**src/rtl/teclado_varredura_if.sv**
```systemverilog
// Keypad bus: column drive out to the matrix, row sense back in, and the
// debounced key coordinates and press level for the digit accumulator.
interface teclado_varredura_if;
   logic [3:0] row_in;
   logic [3:0] col_drv;
   logic [3:0] lin;
   logic [3:0] col;
   logic       bot_press;

   modport master (
      output row_in,
      input  col_drv,
      input  lin,
      input  col,
      input  bot_press
   );

   modport slave (
      input  row_in,
      output col_drv,
      output lin,
      output col,
      output bot_press
   );
endinterface

```
**src/rtl/teclado_varredura.sv**
```systemverilog
// 4x4 keypad scanner: walks the columns one-hot, debounces press and release,
// and presents lin/col one cycle before the clean bot_press rising edge.
module teclado_varredura #(
   parameter int SCAN_DIV        = 1000,
   parameter int DEBOUNCE_CYCLES = 20000
) (
   input  logic                clk,
   input  logic                rst,
   teclado_varredura_if.slave  bus
);

   localparam int DW = $clog2(SCAN_DIV) + 1;
   localparam int BW = $clog2(DEBOUNCE_CYCLES) + 1;
   localparam logic [DW-1:0] DWELL_LAST = DW'(SCAN_DIV - 1);
   localparam logic [BW-1:0] DEB_LAST   = BW'(DEBOUNCE_CYCLES - 1);

   typedef enum logic [2:0] {
      SCAN,
      DEBOUNCE,
      LOAD,
      PRESSED,
      RELEASE
   } state_t;

   state_t        state_reg;
   logic [DW-1:0] dwell_cnt_reg;
   logic [BW-1:0] deb_cnt_reg;
   logic [3:0]    cand_row_reg;
   logic [3:0]    col_drv_reg;
   logic [3:0]    lin_reg;
   logic [3:0]    col_reg;
   logic          bot_press_reg;

   logic [3:0]    single_bit;
   logic          row_onehot;
   logic          row_match;
   logic          row_zero;
   logic [DW-1:0] dwell_inc;
   logic [BW-1:0] deb_inc;
   logic [3:0]    col_drv_next;

   // Multi-key and ghost patterns never qualify as a candidate.
   generate
      for (genvar gi = 0; gi < 4; gi++) begin : g_onehot
         assign single_bit[gi] = (bus.row_in == (4'b0001 << gi));
      end
   endgenerate

   assign row_onehot   = |single_bit;
   assign row_match    = (bus.row_in == cand_row_reg);
   assign row_zero     = (bus.row_in == 4'b0000);
   assign dwell_inc    = (&dwell_cnt_reg) ? dwell_cnt_reg : dwell_cnt_reg + 1'b1;
   assign deb_inc      = (&deb_cnt_reg) ? deb_cnt_reg : deb_cnt_reg + 1'b1;
   assign col_drv_next = {col_drv_reg[0], col_drv_reg[3:1]};

   always_ff @(posedge clk or posedge rst) begin
      if (rst) begin
         state_reg     <= SCAN;
         dwell_cnt_reg <= '0;
         deb_cnt_reg   <= '0;
         cand_row_reg  <= 4'b0000;
         col_drv_reg   <= 4'b1000;
         lin_reg       <= 4'b0000;
         col_reg       <= 4'b0000;
         bot_press_reg <= 1'b0;
      end else begin
         case (state_reg)
            SCAN: begin
               if (dwell_cnt_reg == DWELL_LAST) begin
                  dwell_cnt_reg <= '0;
                  if (row_onehot) begin
                     cand_row_reg <= bus.row_in;
                     deb_cnt_reg  <= '0;
                     state_reg    <= DEBOUNCE;
                  end else begin
                     col_drv_reg <= col_drv_next;
                  end
               end else begin
                  dwell_cnt_reg <= dwell_inc;
               end
            end

            DEBOUNCE: begin
               if (row_match) begin
                  // lin/col load here so they lead bot_press by a full cycle.
                  if (deb_cnt_reg == DEB_LAST) begin
                     lin_reg     <= cand_row_reg;
                     col_reg     <= col_drv_reg;
                     deb_cnt_reg <= '0;
                     state_reg   <= LOAD;
                  end else begin
                     deb_cnt_reg <= deb_inc;
                  end
               end else begin
                  deb_cnt_reg   <= '0;
                  dwell_cnt_reg <= '0;
                  col_drv_reg   <= col_drv_next;
                  state_reg     <= SCAN;
               end
            end

            LOAD: begin
               bot_press_reg <= 1'b1;
               state_reg     <= PRESSED;
            end

            PRESSED: begin
               if (!row_match) begin
                  deb_cnt_reg <= '0;
                  state_reg   <= RELEASE;
               end
            end

            RELEASE: begin
               if (row_zero) begin
                  if (deb_cnt_reg == DEB_LAST) begin
                     bot_press_reg <= 1'b0;
                     col_drv_reg   <= col_drv_next;
                     dwell_cnt_reg <= '0;
                     deb_cnt_reg   <= '0;
                     state_reg     <= SCAN;
                  end else begin
                     deb_cnt_reg <= deb_inc;
                  end
               end else if (row_match) begin
                  // Contact bounce: the key is still considered held.
                  deb_cnt_reg <= '0;
                  state_reg   <= PRESSED;
               end else begin
                  deb_cnt_reg <= '0;
               end
            end

            default: begin
               state_reg <= SCAN;
            end
         endcase
      end
   end

   assign bus.col_drv   = col_drv_reg;
   assign bus.lin       = lin_reg;
   assign bus.col       = col_reg;
   assign bus.bot_press = bot_press_reg;

endmodule
```
**src/flat_wrapper.sv**
```systemverilog
// flat-port wrapper written by rule: the top's interface ports become plain ports
module teclado_varredura_flat 
#(
   parameter int SCAN_DIV        = 1000,
   parameter int DEBOUNCE_CYCLES = 20000
)
  (clk, rst, bus_row_in, bus_col_drv, bus_lin, bus_col, bus_bot_press);
  teclado_varredura_if bus_i ();
  input  logic clk;
  input  logic rst;
  input wire logic [$bits(bus_i.row_in)-1:0] bus_row_in;
  output wire logic [$bits(bus_i.col_drv)-1:0] bus_col_drv;
  output wire logic [$bits(bus_i.lin)-1:0] bus_lin;
  output wire logic [$bits(bus_i.col)-1:0] bus_col;
  output wire logic [$bits(bus_i.bot_press)-1:0] bus_bot_press;
  assign bus_i.row_in = bus_row_in;
  assign bus_col_drv = bus_i.col_drv;
  assign bus_lin = bus_i.lin;
  assign bus_col = bus_i.col;
  assign bus_bot_press = bus_i.bot_press;
  teclado_varredura #(.SCAN_DIV(SCAN_DIV), .DEBOUNCE_CYCLES(DEBOUNCE_CYCLES)) u_core (.clk(clk), .rst(rst), .bus(bus_i));
endmodule
```
**config.mk**
```make
export PLATFORM = sky130hd
export DESIGN_NAME = teclado_varredura_flat
export DESIGN_NICKNAME = d
export VERILOG_FILES = /design/src/rtl/teclado_varredura_if.sv /design/src/rtl/teclado_varredura.sv /design/src/flat_wrapper.sv
export SDC_FILE = /design/constraint.sdc
export NUM_CORES = 1
export LEC_CHECK = 0
export ABC_AREA = 1
export CORE_MARGIN = 3
export CORE_UTILIZATION = 25
export DETAILED_ROUTE_END_ITERATION = 8
export GPL_TIMING_DRIVEN = 1
export SLEW_MARGIN = 20
export SYNTH_ARGS = -nofsm -noshare
export SYNTH_HDL_FRONTEND = slang
export SYNTH_SLANG_ARGS = --single-unit
```
**constraint.sdc**
```tcl
create_clock -name clk -period 1.8 [get_ports clk]
set_input_delay 0.45 -clock clk [delete_from_list [all_inputs] [get_ports clk]]
set_output_delay 0.45 -clock clk [all_outputs]
set_load 0.01 [all_outputs]
```
### Word level (Yosys, flattened, before mapping)

Cells that the tools add are included.

* equal/unequal tests: 22
* $add $sub $neg: 2
* reduce and logical (&&, ||, !) cells: 15
* multiplexer cells: 32

Operators by type and width (number)
* 16-bit 2-to-1 mux: 7
* 16-bit one-hot mux with 4 select lines: 1
* 11-bit 2-to-1 mux: 5
* 11-bit one-hot mux with 3 select lines: 1
* 3-bit 2-to-1 mux: 8
* 4-bit 2-to-1 mux: 5
* 16-bit by 1-bit adder with 16-bit output (second input constant): 1
* 16-bit by 15-bit == test with 1-bit output (second input constant): 1
* 16-bit AND reduction: 1
* 3-bit one-hot mux with 5 select lines: 1
* 4-bit one-hot mux with 3 select lines: 1
* 6-bit AND reduction: 2
* 11-bit by 1-bit adder with 11-bit output (second input constant): 1
* 11-bit by 10-bit == test with 1-bit output (second input constant): 1
* 11-bit AND reduction: 1
* 3-bit != test (second input constant): 3
* 3-bit AND reduction: 3
* 2-bit by 1-bit != test with 1-bit output (second input constant): 4
* 3-bit by 2-bit == test with 1-bit output (second input constant): 2
* 2-bit != test (second input constant): 3
* 5-bit AND reduction: 1
* 4-bit by 1-bit == test with 1-bit output (second input constant): 1
* 4-bit by 2-bit == test with 1-bit output (second input constant): 1
* 4-bit by 3-bit == test with 1-bit output (second input constant): 1
* 14 further kinds: 15

* bits in registers: 47
* logic and storage cells: 79

### Depth between registers and ports, before layout

* depth after elaboration: 5
* gate-level depth with buffers: 12
* gate-level depth less buffers: 11

### Worst setup path before layout

No wires, ideal clock.

* path kind: flip-flop to flip-flop
* start: reg u_core.deb_cnt_reg[0]
* end: reg u_core.dwell_cnt_reg[5]
* cell stages (with the launch flop): 12
* clock period less this slack: 1630 ps
* slack: 170 ps
* arrival time: 1513 ps
* cells stage by stage: dfrtp_1 -> ha_1 -> nand3_1 -> nor2_1 -> nand2_2 -> nand2_1 -> nand2_1 -> nor2_2 -> nand2_2 -> buf_6 -> nand2_1 -> nand2_1

* cells in the longest elaborated chain, start to end: 3

RTL lines
* start, declared: RTL line teclado_varredura.sv:27 `logic [BW-1:0] deb_cnt_reg;`
* start signal, assigned: RTL line teclado_varredura.sv:92 `deb_cnt_reg <= deb_inc;`
* start signal, assigned: RTL line teclado_varredura.sv:123 `deb_cnt_reg <= deb_inc;`
* 16-bit by 15-bit == test with 1-bit output: RTL line teclado_varredura.sv:116 `if (deb_cnt_reg == DEB_LAST) begin`
* 2-bit by 1-bit != test with 1-bit output (no line)
* 5-bit AND reduction (no line)
* end signal, assigned: RTL line teclado_varredura.sv:79 `dwell_cnt_reg <= dwell_inc;`
* end, declared: RTL line teclado_varredura.sv:26 `logic [DW-1:0] dwell_cnt_reg;`

No other way between the ends.
A chain may end at the register's enable or synchronous reset.

### Worst setup path in the final report

* start: reg u_core.dwell_cnt_reg[0]
* end: reg u_core.deb_cnt_reg[9]

* cells in the longest elaborated chain, start to end: 3

RTL lines
* 11-bit by 10-bit == test with 1-bit output: RTL line teclado_varredura.sv:69 `if (dwell_cnt_reg == DWELL_LAST) begin`
* 2-bit by 1-bit != test with 1-bit output (no line)
* 4-bit AND reduction (no line)

No other way between the ends.

==> qor.csv <==
stage,metric,value,unit
die,Die Height,114,um
sta,Fin. Hold Viols,0,
setup_path,CP bufs+invs,2,
placement,placed wire-length estimate,5510,um
sta,Fmax achieved,569,MHz
synth,Syn Std Cell Area,0.00293,sq mm
cts,root buffer cell,clkbuf_16,
cts,cts bufs inserted,5,
sta,hold_ws,0.443,ns
global_route,largest net degree at the start of global routing,17,
route,DR iter-0 viols,101,
finish,max FFs per register,16,
route,via/cell ratio,4.75,
sta,Final Max Slew Viols,0,
finish,final instance area,0.00386,sq mm
route,overall via count from detail_route,2948,
run,number of max-cap violations,0,
power,Power Density,1030,mW/mm^2
setup_path,"setup slack, reg-to-reg",0.04,ns
synth,Synth Register Bits,47,
cts,CTS Buffer Depth,2,
finish,Fillers,1172,
route,average wire per standard cell,12.1,um
sta,Worst Tran Pin Value,0.340,ns
setup_path,"Req. time, crit path",1.96,ns
die,Core Area,0.0111,sq mm
global_route,first-pass GRT wire length,13400,um
status,status,"finished, final reports clean",
sta,RSZ-0062 raised after global routing,true,
finish,multi-input logic area,0.00163,sq mm
cts,Hold Buf Count CTS,0,
global_route,vias in the first global route,2957,
route,DRT Wirelength,7490,um
sta,final period utilization,97.7,%
die,FP Rows,38,
finish,share of cells above drive strength 1,19.5,%
cts,clock-pin slew on the worst setup and hold paths,0.07,ns
finish,P&R area growth vs syn,31.7,%
setup_path,CP max FO,7,
die,Ports,19,
finish,nets@finish,488,
setup_path,Setup CP Type,flip-flop to flip-flop,
die,Initial Util,26.3,%
sta,Tmin final,1.76,ns
finish,most frequent cells in the layout,"nand2_1 (133), nand3_1 (53), dfrtp_1 (46)",
finish,ANT cells,0,
route,DRC,0,
finish,Reg area,0.00118,sq mm
synth,"Net Count, Synth",432,
sta,Clock Skews,0.0137,ns
route,post-route antenna net violation count,0,
finish,"most common cell after layout, fill and taps aside",nand2_1,
cts,CTS sink count,47,
setup_path,CP cell instances,ha_4 > nand2_4 > nor2_1 > nand4_1 > nand2_1 > buf_6 > nand4_1 > buf_6 > nand2_1 > nand3_1,
placement,GPL Wtd Cong,0.879,
synth,Yosys top cell area share,39.3,%
cts,CTS tree,done,
sta,final setup vio count,0,
setup_path,crit path launch type,flip-flop,
setup_path,crit end category,flip-flop,
synth,register area share after synthesis,40.2,%
power,Pleak,1.90,nW
setup_path,"delay-heaviest family, CP",simple AND/OR/NAND/NOR gates,
placement,port buffer count,18,
route,first drt pass iteration count,5,
synth,cell taking the most area after synthesis,dfrtp_1,
synth,Yosys cell types,27,
cts,clk_lat worst skew,0.29,ns
global_route,initial antenna violation count,0,
die,Die Width,114,um
synth,Ys Warns,0,
synth,syn avg cell area,6.91,sq um
synth,cells after synthesis,424,
setup_path,CP peak stage delay,0.39,ns
worst_hold_path,worst hold path type,input pin to async pin,
power,Peak VDD IR,0.000660,V
cts,H-tree levels,2,
global_route,GRT Util Overall,12.2,%
sta,worst rel slew slack,77.3,%
global_route,GR Overflow Total,0,
setup_path,"Max stage delay cell, worst path",dfrtp_1,
die,die area,0.0131,sq mm
synth,Area contributors post-synth,"dfrtp_1 (39%), nand2_1 (18%), nand3_1 (11%), inv_1 (5.6%), nand4_1 (4.7%)",
placement,placed inst area,0.00353,sq mm
sta,setup slack after layout,0.0411,ns
setup_path,crit path DAT,1.92,ns
placement,pre-CTS WS,-0.372,ns
-- per-layer routing --
metal / global-route usage, % / share of wire (%) / wire [um]
met1: 15.9 / 47 / 3490
met2: 20.9 / 48 / 3620
met3: 2.17 / 4.2 / 315
met4: 3.40 / 0.83 / 62
met5: 0 / 0 / 0
-- cell families after synthesis --
group,share of synthesized area (%)
AOI/OAI and AO/OA,4.61
xor gates and xnor gates,2.69
adders and majority gates,0.853
buffers and inverters,8.54
DFF,40.2
and+or+nand+nor,43.1
-- final cells by class --
| cell class | instances | area share (%) |
|---|---|---|
| timing repair buffer | 60 | 14.0 |
| sequential | 47 | 30.5 |
| clock buffer | 6 | 3.60 |
| multi-input combinational | 318 | 42.2 |
| inverter | 48 | 4.73 |
| clock inverter | 2 | 0.421 |
| tap | 140 | 4.54 |
-- timing repair --
action                                  4_1_cts  5_1_grt
pin swaps                                     2        5
gates resized for setup                      14       28
buffers inserted                              3        2
endpoints found under the setup margin       30       23
endpoints found under the hold margin         0        0
cloned                                        1        0
-- cell usage after synthesis --
master and count:
nand2_1 142, nand3_1 62, dfrtp_1 46, inv_1 44, nor2_1 33, o21ai_0 23
nand4_1 22, xor2_1 7, nor3_1 5, clkbuf_1 4, inv_2 4, nand3b_1 4
nor2_2 4, buf_4 3, or2_2 3, buf_2 2, buf_6 2, ha_1 2
nand2_2 2, nor3_4 2, xnor2_1 2, a21oi_1 1, and3_1 1, dfstp_2 1
nand3_2 1, o21a_1 1, o31ai_1 1
-- worst reg2reg max path, delay by kind of cell (launching register included) --
family | cells | cell delay, ns
adders and majority gates | 1 | 0.17
and+or+nand+nor | 7 | 0.72
DFF | 1 | 0.39
buffers and inverters | 2 | 0.35
-- path summary, 6_finish.rpt --
kind / startpoint / end / depth (start not counted)
min reg2reg: u_core.bus.col_drv[3] / u_core.bus.col_drv[3] / 2
min in group clk: u_core.bus.col_drv[3] / u_core.bus.col_drv[3] / 2
min: rst / u_core.bus.lin[2] / 2
max in group asynchronous: rst / u_core.dwell_cnt_reg[9] / 3
max: u_core.dwell_cnt_reg[0] / u_core.deb_cnt_reg[9] / 10
max reg2reg: u_core.dwell_cnt_reg[0] / u_core.deb_cnt_reg[9] / 10
-- metrics by stage --
step | util, % | power (W) | std cells | setup TNS [ns]
floorplan | - | 0.00233 | 424 | 0
global placement | 31.7 | 0.00275 | 608 | -12.45
detailed placement | 31.7 | 0.00280 | 608 | -13.97
CTS | 33.8 | 0.00393 | 620 | 0
global route | 34.7 | 0.00428 | 621 | -0.648
finish | 34.7 | 0.00398 | 621 | 0
-- report_power, final --
part,internal [W],switching [W]
clock network,0.000556,0.000412
logic,0.000678,0.000926
registers,0.00122,0.000182
Power figures use the tool's default switching activity.
